File: src/rtl/booth_issue_ctrl_pkg.sv
// Shared definitions for the Booth multiplier issue controller:
// FSM state encoding and default sizing/timing constants.
package booth_issue_ctrl_pkg;

   // Default operand width in bits.
   localparam int N_DEF         = 32;
   // Default operand FIFO depth (power of two, at least 2).
   localparam int DEPTH_DEF     = 4;
   // Default number of cycles mul_start stays high.
   localparam int START_CYC_DEF = 2;
   // Default cycles from mul_start falling to a stable product.
   localparam int MUL_LAT_DEF   = 34;

   // Issue FSM states; the encoding is fixed and shared with debug tooling.
   typedef enum logic [1:0] {
      ST_IDLE   = 2'd0,
      ST_LAUNCH = 2'd1,
      ST_WAIT   = 2'd2,
      ST_DONE   = 2'd3
   } state_e;

endpackage : booth_issue_ctrl_pkg

File: src/rtl/booth_operand_fifo.sv
// Synchronous operand-pair FIFO. Pointers wrap naturally because DEPTH is
// a power of two; push is ignored when full and pop is ignored when empty.
module booth_operand_fifo #(
   parameter int W     = 64,
   parameter int DEPTH = 4,
   localparam int PW   = (DEPTH > 1) ? $clog2(DEPTH) : 1,
   localparam int CW   = $clog2(DEPTH + 1)
) (
   input  logic          clk,
   input  logic          rst_n,
   input  logic          push_i,
   input  logic          pop_i,
   input  logic [W-1:0]  wdata_i,
   output logic [W-1:0]  rdata_o,
   output logic          full_o,
   output logic          empty_o,
   output logic [CW-1:0] count_o
);

   logic [W-1:0]  mem_q [DEPTH];
   logic [PW-1:0] wr_ptr_q;
   logic [PW-1:0] rd_ptr_q;
   logic [CW-1:0] count_q;
   logic          do_push_s;
   logic          do_pop_s;

   assign full_o    = (count_q == CW'(DEPTH));
   assign empty_o   = (count_q == CW'(0));
   assign count_o   = count_q;
   assign rdata_o   = mem_q[rd_ptr_q];
   assign do_push_s = push_i && !full_o;
   assign do_pop_s  = pop_i && !empty_o;

   // Storage array: write the incoming pair at the write pointer.
   always_ff @(posedge clk or negedge rst_n) begin
      if (!rst_n) begin
         for (int i = 0; i < DEPTH; i++) begin
            mem_q[i] <= {W{1'b0}};
         end
      end else if (do_push_s) begin
         mem_q[wr_ptr_q] <= wdata_i;
      end
   end

   // Pointer and occupancy bookkeeping; simultaneous push/pop keeps count.
   always_ff @(posedge clk or negedge rst_n) begin
      if (!rst_n) begin
         wr_ptr_q <= PW'(0);
         rd_ptr_q <= PW'(0);
         count_q  <= CW'(0);
      end else begin
         if (do_push_s) begin
            wr_ptr_q <= wr_ptr_q + PW'(1);
         end
         if (do_pop_s) begin
            rd_ptr_q <= rd_ptr_q + PW'(1);
         end
         case ({do_push_s, do_pop_s})
            2'b10:   count_q <= count_q + CW'(1);
            2'b01:   count_q <= count_q - CW'(1);
            default: count_q <= count_q;
         endcase
      end
   end

endmodule : booth_operand_fifo

File: src/rtl/booth_issue_ctrl.sv
// Operand-issue stage for a sequential Booth multiplier. Buffers operand
// pairs, launches one multiply at a time with a timed start pulse, waits the
// fixed multiplier latency and presents the captured product on a
// valid/ready port together with its operands.
module booth_issue_ctrl
   import booth_issue_ctrl_pkg::*;
#(
   parameter int N         = N_DEF,
   parameter int DEPTH     = DEPTH_DEF,
   parameter int START_CYC = START_CYC_DEF,
   parameter int MUL_LAT   = MUL_LAT_DEF
) (
   input  logic           clk,
   input  logic           reset,
   input  logic           enable,
   input  logic           in_valid,
   output logic           in_ready,
   input  logic [N-1:0]   in_a,
   input  logic [N-1:0]   in_b,
   output logic [N-1:0]   mul_a,
   output logic [N-1:0]   mul_b,
   output logic           mul_start,
   output logic           mul_enable,
   input  logic [2*N-1:0] mul_product,
   output logic           out_valid,
   input  logic           out_ready,
   output logic [2*N-1:0] out_product,
   output logic [N-1:0]   out_a,
   output logic [N-1:0]   out_b,
   output logic           busy
);

   localparam int CW      = $clog2(DEPTH + 1);
   localparam int CTR_MAX = (START_CYC > MUL_LAT) ? START_CYC : MUL_LAT;
   localparam int CTR_W   = $clog2(CTR_MAX + 1);

   state_e           state_q;
   logic [CTR_W-1:0] ctr_q;
   logic             in_ready_q;
   logic             in_ready_d;
   logic [N-1:0]     mul_a_q;
   logic [N-1:0]     mul_b_q;
   logic             mul_start_q;
   logic             out_valid_q;
   logic [2*N-1:0]   out_product_q;
   logic [N-1:0]     out_a_q;
   logic [N-1:0]     out_b_q;

   logic             push_s;
   logic             pop_s;
   logic [2*N-1:0]   fifo_rdata_s;
   logic             fifo_full_s;
   logic             fifo_empty_s;
   logic [CW-1:0]    fifo_count_s;
   logic [CW-1:0]    count_d;

   // Push ignores enable; the full check is redundant with in_ready but
   // keeps the FIFO safe if the two ever diverge.
   assign push_s = in_valid && in_ready_q && !fifo_full_s;
   // Pops happen only from IDLE while the FSM is allowed to advance.
   assign pop_s  = enable && (state_q == ST_IDLE) && !fifo_empty_s;

   // Occupancy after this edge; in_ready is registered from it so a pop in
   // the same cycle as a full FIFO never lets a push bypass.
   assign count_d    = fifo_count_s + (push_s ? CW'(1) : CW'(0))
                                    - (pop_s  ? CW'(1) : CW'(0));
   assign in_ready_d = (count_d != CW'(DEPTH));

   booth_operand_fifo #(
      .W     (2 * N),
      .DEPTH (DEPTH)
   ) u_fifo (
      .clk     (clk),
      .rst_n   (reset),
      .push_i  (push_s),
      .pop_i   (pop_s),
      .wdata_i ({in_a, in_b}),
      .rdata_o (fifo_rdata_s),
      .full_o  (fifo_full_s),
      .empty_o (fifo_empty_s),
      .count_o (fifo_count_s)
   );

   // Registered ready: low during reset, high one edge after release.
   always_ff @(posedge clk or negedge reset) begin
      if (!reset) begin
         in_ready_q <= 1'b0;
      end else begin
         in_ready_q <= in_ready_d;
      end
   end

   // Issue FSM with registered multiplier drive and result port.
   always_ff @(posedge clk or negedge reset) begin
      if (!reset) begin
         state_q       <= ST_IDLE;
         ctr_q         <= CTR_W'(0);
         mul_a_q       <= {N{1'b0}};
         mul_b_q       <= {N{1'b0}};
         mul_start_q   <= 1'b0;
         out_valid_q   <= 1'b0;
         out_product_q <= {(2 * N){1'b0}};
         out_a_q       <= {N{1'b0}};
         out_b_q       <= {N{1'b0}};
      end else begin
         // The output handshake completes even while the FSM is frozen.
         if (out_valid_q && out_ready) begin
            out_valid_q <= 1'b0;
         end
         if (enable) begin
            case (state_q)
               ST_IDLE: begin
                  if (!fifo_empty_s) begin
                     mul_a_q     <= fifo_rdata_s[2*N-1:N];
                     mul_b_q     <= fifo_rdata_s[N-1:0];
                     out_a_q     <= fifo_rdata_s[2*N-1:N];
                     out_b_q     <= fifo_rdata_s[N-1:0];
                     mul_start_q <= 1'b1;
                     ctr_q       <= CTR_W'(0);
                     state_q     <= ST_LAUNCH;
                  end
               end
               ST_LAUNCH: begin
                  if (ctr_q == CTR_W'(START_CYC - 1)) begin
                     mul_start_q <= 1'b0;
                     ctr_q       <= CTR_W'(0);
                     state_q     <= ST_WAIT;
                  end else begin
                     ctr_q <= ctr_q + CTR_W'(1);
                  end
               end
               ST_WAIT: begin
                  if (ctr_q == CTR_W'(MUL_LAT - 1)) begin
                     out_product_q <= mul_product;
                     out_valid_q   <= 1'b1;
                     ctr_q         <= CTR_W'(0);
                     state_q       <= ST_DONE;
                  end else begin
                     ctr_q <= ctr_q + CTR_W'(1);
                  end
               end
               ST_DONE: begin
                  // Leave once the result is taken (now or while frozen).
                  if (!out_valid_q || out_ready) begin
                     state_q <= ST_IDLE;
                  end
               end
               default: begin
                  state_q     <= ST_IDLE;
                  mul_start_q <= 1'b0;
                  ctr_q       <= CTR_W'(0);
               end
            endcase
         end
      end
   end

   assign in_ready    = in_ready_q;
   assign mul_a       = mul_a_q;
   assign mul_b       = mul_b_q;
   assign mul_start   = mul_start_q;
   assign mul_enable  = enable;
   assign out_valid   = out_valid_q;
   assign out_product = out_product_q;
   assign out_a       = out_a_q;
   assign out_b       = out_b_q;
   assign busy        = (state_q != ST_IDLE) || !fifo_empty_s;

endmodule : booth_issue_ctrl

File: config.mk
export PLATFORM = sky130hd
export DESIGN_NAME = booth_issue_ctrl
export DESIGN_NICKNAME = d
export VERILOG_FILES = /design/src/rtl/booth_issue_ctrl_pkg.sv /design/src/rtl/booth_operand_fifo.sv /design/src/rtl/booth_issue_ctrl.sv
export SDC_FILE = /design/constraint.sdc
export NUM_CORES = 1
export LEC_CHECK = 0
export BUFFER_PORTS_ARGS = -buffer_cell sky130_fd_sc_hd__buf_2
export CAP_MARGIN = 20
export CORE_MARGIN = 3
export CORE_UTILIZATION = 30
export DETAILED_ROUTE_END_ITERATION = 7
export GPL_ROUTABILITY_DRIVEN = 0
export GPL_TIMING_DRIVEN = 0
export HOLD_SLACK_MARGIN = 0.08
export SLEW_MARGIN = 30
export SYNTH_ARGS = -nofsm -noshare
export SYNTH_HDL_FRONTEND = slang
export SYNTH_SLANG_ARGS = --single-unit
File: constraint.sdc
create_clock -name clk -period 5.9 [get_ports clk]
set_input_delay 0.885 -clock clk [delete_from_list [all_inputs] [get_ports clk]]
set_output_delay 0.885 -clock clk [all_outputs]
set_load 0.03 [all_outputs]
==> impl_metrics.env <==
export IMPL_endpoint="in_ready"
export IMPL_start_util=0.306
export IMPL_slew_violations=0
export IMPL_p_per_area_nw_per_um2=559
export IMPL_reg2reg_setup_slack_ns=2.48
export IMPL_p_sw_mw=4.32
export IMPL_fin_worst_skew_ns=0.0251
export IMPL_critPathLaunch="u_fifo.count_o[2]"
export IMPL_p_leak_nw=10.5
export IMPL_drc=0
export IMPL_die_w_microns=250
export IMPL_syn_inst=1205
export IMPL_ys_ff_latch=402
export IMPL_crit_buf_inv=4
export IMPL_crit_type="reg2reg"
export IMPL_swShare=0.351
export IMPL_cp_slowest_cell="dfrtp_1"
export IMPL_hold_path_class="in2async"
export IMPL_grt_first_pass_wirelength_mm=68.9
export IMPL_timing_hold_ws_ns=0.245
export IMPL_cts_made_buffers=45
export IMPL_ant_nets=0
export IMPL_rsz0062_at_grt="false"
export IMPL_fmax_ghz=0.293
export IMPL_fin_nets=1734
export IMPL_rr_startpoint="u_fifo.count_o[2]"
export IMPL_min_period_ns=3.42
export IMPL_critPathLaunchType="register"
export IMPL_final_fill_count=5565
export IMPL_grt_max_degree=85
export IMPL_io_pins=330
export IMPL_syn_num_nets=1353
export IMPL_setup_viol=0
export IMPL_syn_avg_cell_area_sq_um=14.8
export IMPL_drt_pass1_iterations=4
export IMPL_numPortBuffers=329
export IMPL_relSlewSlack=0.447
export IMPL_worst_setup_path_end_kind="register"
export IMPL_stdcell_count=2386
export IMPL_status="completed"
export IMPL_ff2ff_path_depth=11
export IMPL_wirelength_mm=43.8
export IMPL_cp_max_fo=10
export IMPL_cts_tree="done"
export IMPL_final_common_cell="dfrtp_1"
export IMPL_grt_pass1_vias=11471
export IMPL_synthDistinctLibCells=42
export IMPL_die_area_sq_um=62300
export IMPL_grt_total_usage=0.141
export IMPL_worstReg2RegEnd="in_ready"
export IMPL_synth_warnings=0
export IMPL_period_share=0.579
export IMPL_worstMarginPinSlew_ns=0.830
export IMPL_maxCapViolations=0
export IMPL_grt_ovfl_total=0
export IMPL_wire_per_inst_microns=18.4
export IMPL_antenna_found_initial=7
export IMPL_worstPathCellList="or3_1 -> nand3_1 -> buf_2 -> buf_2 -> inv_1 -> ha_1 -> inv_1 -> ha_1 -> fa_1 -> xnor2_1 -> or3_1"
export IMPL_total_power_mw=12.3
export IMPL_seqPwrFrac=0.374
export IMPL_intPower_mw=7.97
export IMPL_clock_latency_ns=0.58
export IMPL_cp_data_arrival_time_ns=3.86
export IMPL_irDropWorstVdd_mv=0.322
export IMPL_placementRows=88
export IMPL_final_cell_mix="402 x dfrtp_1, 343 x buf_2, 272 x mux2_2"
export IMPL_dpl_hpwl_mm=30.7
export IMPL_crit_family="simple AND/OR/NAND/NOR gates"
export IMPL_power_frac_clock=0.222
export IMPL_path_clk_slew_ns=0.06
export IMPL_die_h_microns=250
export IMPL_core_region_area_sq_um=58100
export IMPL_cp_required_ns=6.35
export IMPL_finalHoldViolCount=0
export IMPL_htree_num_levels=2
export IMPL_max_stage_delay_ns=0.46
export IMPL_place_area_sq_um=20500
export IMPL_drive_gt1_frac=0.561
export IMPL_cts_sinks=402
export IMPL_cts_hold_buffers=0
export IMPL_final_area_sq_um=22000
export IMPL_viasPerCell=4.53
export IMPL_post_cts_resized=0
export IMPL_vias=10818
export IMPL_synth_area_sq_um=17800
export IMPL_comb_power_share=0.405
export IMPL_syn2layout_area_growth_pct=23.6
export IMPL_post_cts_buffers=0
export IMPL_crit_cells=11
export IMPL_dp_cells=2304
export IMPL_ctsRootBufferMaster="clkbuf_16"
export IMPL_cts_path_max_buffers=3
export IMPL_drt_iter0_drc=432
export IMPL_seq_area_frac_synth=0.565
==> metal layers <==
metal	part of all wire	up-vias	global-route usage
li1	-	4923	-
met1	0.44	5598	0.183
met2	0.49	230	0.236
met3	0.055	59	0.0368
met4	0.019	8	0.0330
met5	0.0012	-	0
==> flip-flops by register name, summed over array words and instances (netlist names) <==
register / cells
u_fifo.mem_q: 256
mul_start: 1
out_product: 64
u_fifo.wr_ptr_q: 2
u_fifo.rd_ptr_q: 2
in_ready: 1
ctr_q: 6
u_fifo.count_o: 3
out_valid: 1
out_a: 32
out_b: 32
state_q: 2
==> cell type report <==
type	instances	area [sq um]	share of cell area
tap	765	957	0.0435
clock buffer	67	1290	0.0586
multi-input combinational	657	6620	0.301
buffer	130	1050	0.0480
timing repair buffer	334	1790	0.0816
antenna	3	7.51	0.000342
clock inverter	12	143	0.00649
inverter	16	60.1	0.00273
sequential	402	10100	0.458
==> worst register-to-register path, delay by kind of cell (launching register included) <==
kind | cells | cell delay [ns]
buffers and inverters | 4 | 0.86
flip-flops | 1 | 0.46
adder cells (fa/ha/maj) | 3 | 0.83
AND/OR/NAND/NOR | 3 | 1.01
XOR/XNOR | 1 | 0.14
==> per-stage QoR <==
step	TNS [ns]	util	worst slack, ns
after floorplan	0	-	3.09
after global placement	-1544.08	0.351	-3.89
after detailed placement	0	0.353	2.21
after CTS	0	0.378	2.40
after global routing	0	0.378	2.28
final	0	0.378	2.48
==> Yosys cell counts <==
| cell | instances | area [sq um] |
|---|---|---|
| mux2i_1 | 1 | 10.0 |
| dfrtp_1 | 402 | 10100 |
| xnor2_1 | 6 | 52.6 |
| nor2_1 | 7 | 26.3 |
| nand3b_1 | 1 | 7.51 |
| a21oi_2 | 1 | 8.76 |
| a31oi_4 | 1 | 21.3 |
| a22oi_1 | 3 | 22.5 |
| a21oi_1 | 2 | 10.0 |
| ha_1 | 13 | 163 |
| nor4b_4 | 1 | 23.8 |
| inv_2 | 1 | 3.75 |
| o31ai_1 | 2 | 15.0 |
| and4_4 | 1 | 11.3 |
| nand2_1 | 199 | 747 |
| mux2_4 | 49 | 736 |
| a21boi_0 | 1 | 7.51 |
| mux4_2 | 64 | 1440 |
| nand3b_2 | 2 | 22.5 |
| a21o_1 | 1 | 7.51 |
| nand2b_1 | 1 | 6.26 |
| buf_1 | 1 | 3.75 |
| nand4_1 | 1 | 6.26 |
| or4b_1 | 1 | 10.0 |
| and2_1 | 4 | 25.0 |
| o21ai_0 | 4 | 20.0 |
| fa_1 | 2 | 40.0 |
| and3_1 | 3 | 18.8 |
| inv_1 | 15 | 56.3 |
| buf_2 | 15 | 75.1 |
| a31oi_1 | 2 | 12.5 |
| o22ai_1 | 1 | 6.26 |
| mux2_2 | 272 | 3060 |
| buf_6 | 25 | 282 |
| or3_1 | 2 | 12.5 |
| buf_12 | 6 | 120 |
| clkbuf_1 | 13 | 48.8 |
| a32o_1 | 1 | 10.0 |
| nand3_1 | 5 | 25.0 |
| xor2_1 | 2 | 17.5 |
| buf_4 | 70 | 526 |
| a41o_1 | 1 | 10.0 |
==> kinds of logic (layout without fill, tap and decap cells) <==
logic type | count (synthesis) | in the layout | synth area share
AO/OA/AOI/OAI | 20 | 20 | 0.00851
XOR/XNOR | 8 | 8 | 0.00394
adder cells (fa/ha/maj) | 15 | 15 | 0.0114
buffers and inverters | 146 | 559 | 0.0627
flip-flops | 402 | 402 | 0.565
multiplexers | 386 | 386 | 0.295
other | 0 | 3 | 0
AND/OR/NAND/NOR | 228 | 228 | 0.0530
==> how the worst min path moves through the flow <==
| stage | endpoint | slack (ns) |
|---|---|---|
| 4_1_cts | u_fifo.mem_q[125] | 0.21 |
| 5_1_grt | u_fifo.mem_q[189] | 0.24 |
| 6_report | out_product[47] | 0.25 |
| 3_5_place_dp | out_a[13] | 0.49 |
| 2_1_floorplan | u_fifo.count_o[0] | 0.47 |
| 3_3_place_gp | out_b[8] | 0.48 |
==> power by group through the flow <==
stage | Sequential (mW) | Clock, mW | Combinational, mW
final | 4.59 | 2.72 | 4.97
after CTS | 4.60 | 2.83 | 5.08
after global routing | 4.74 | 2.94 | 5.39
after global placement | 4.56 | 0 | 4.96
after floorplan | 4.84 | 0 | 3.44
after detailed placement | 4.64 | 0 | 5.06
No activity file was read; power rests on OpenSTA's default activity.
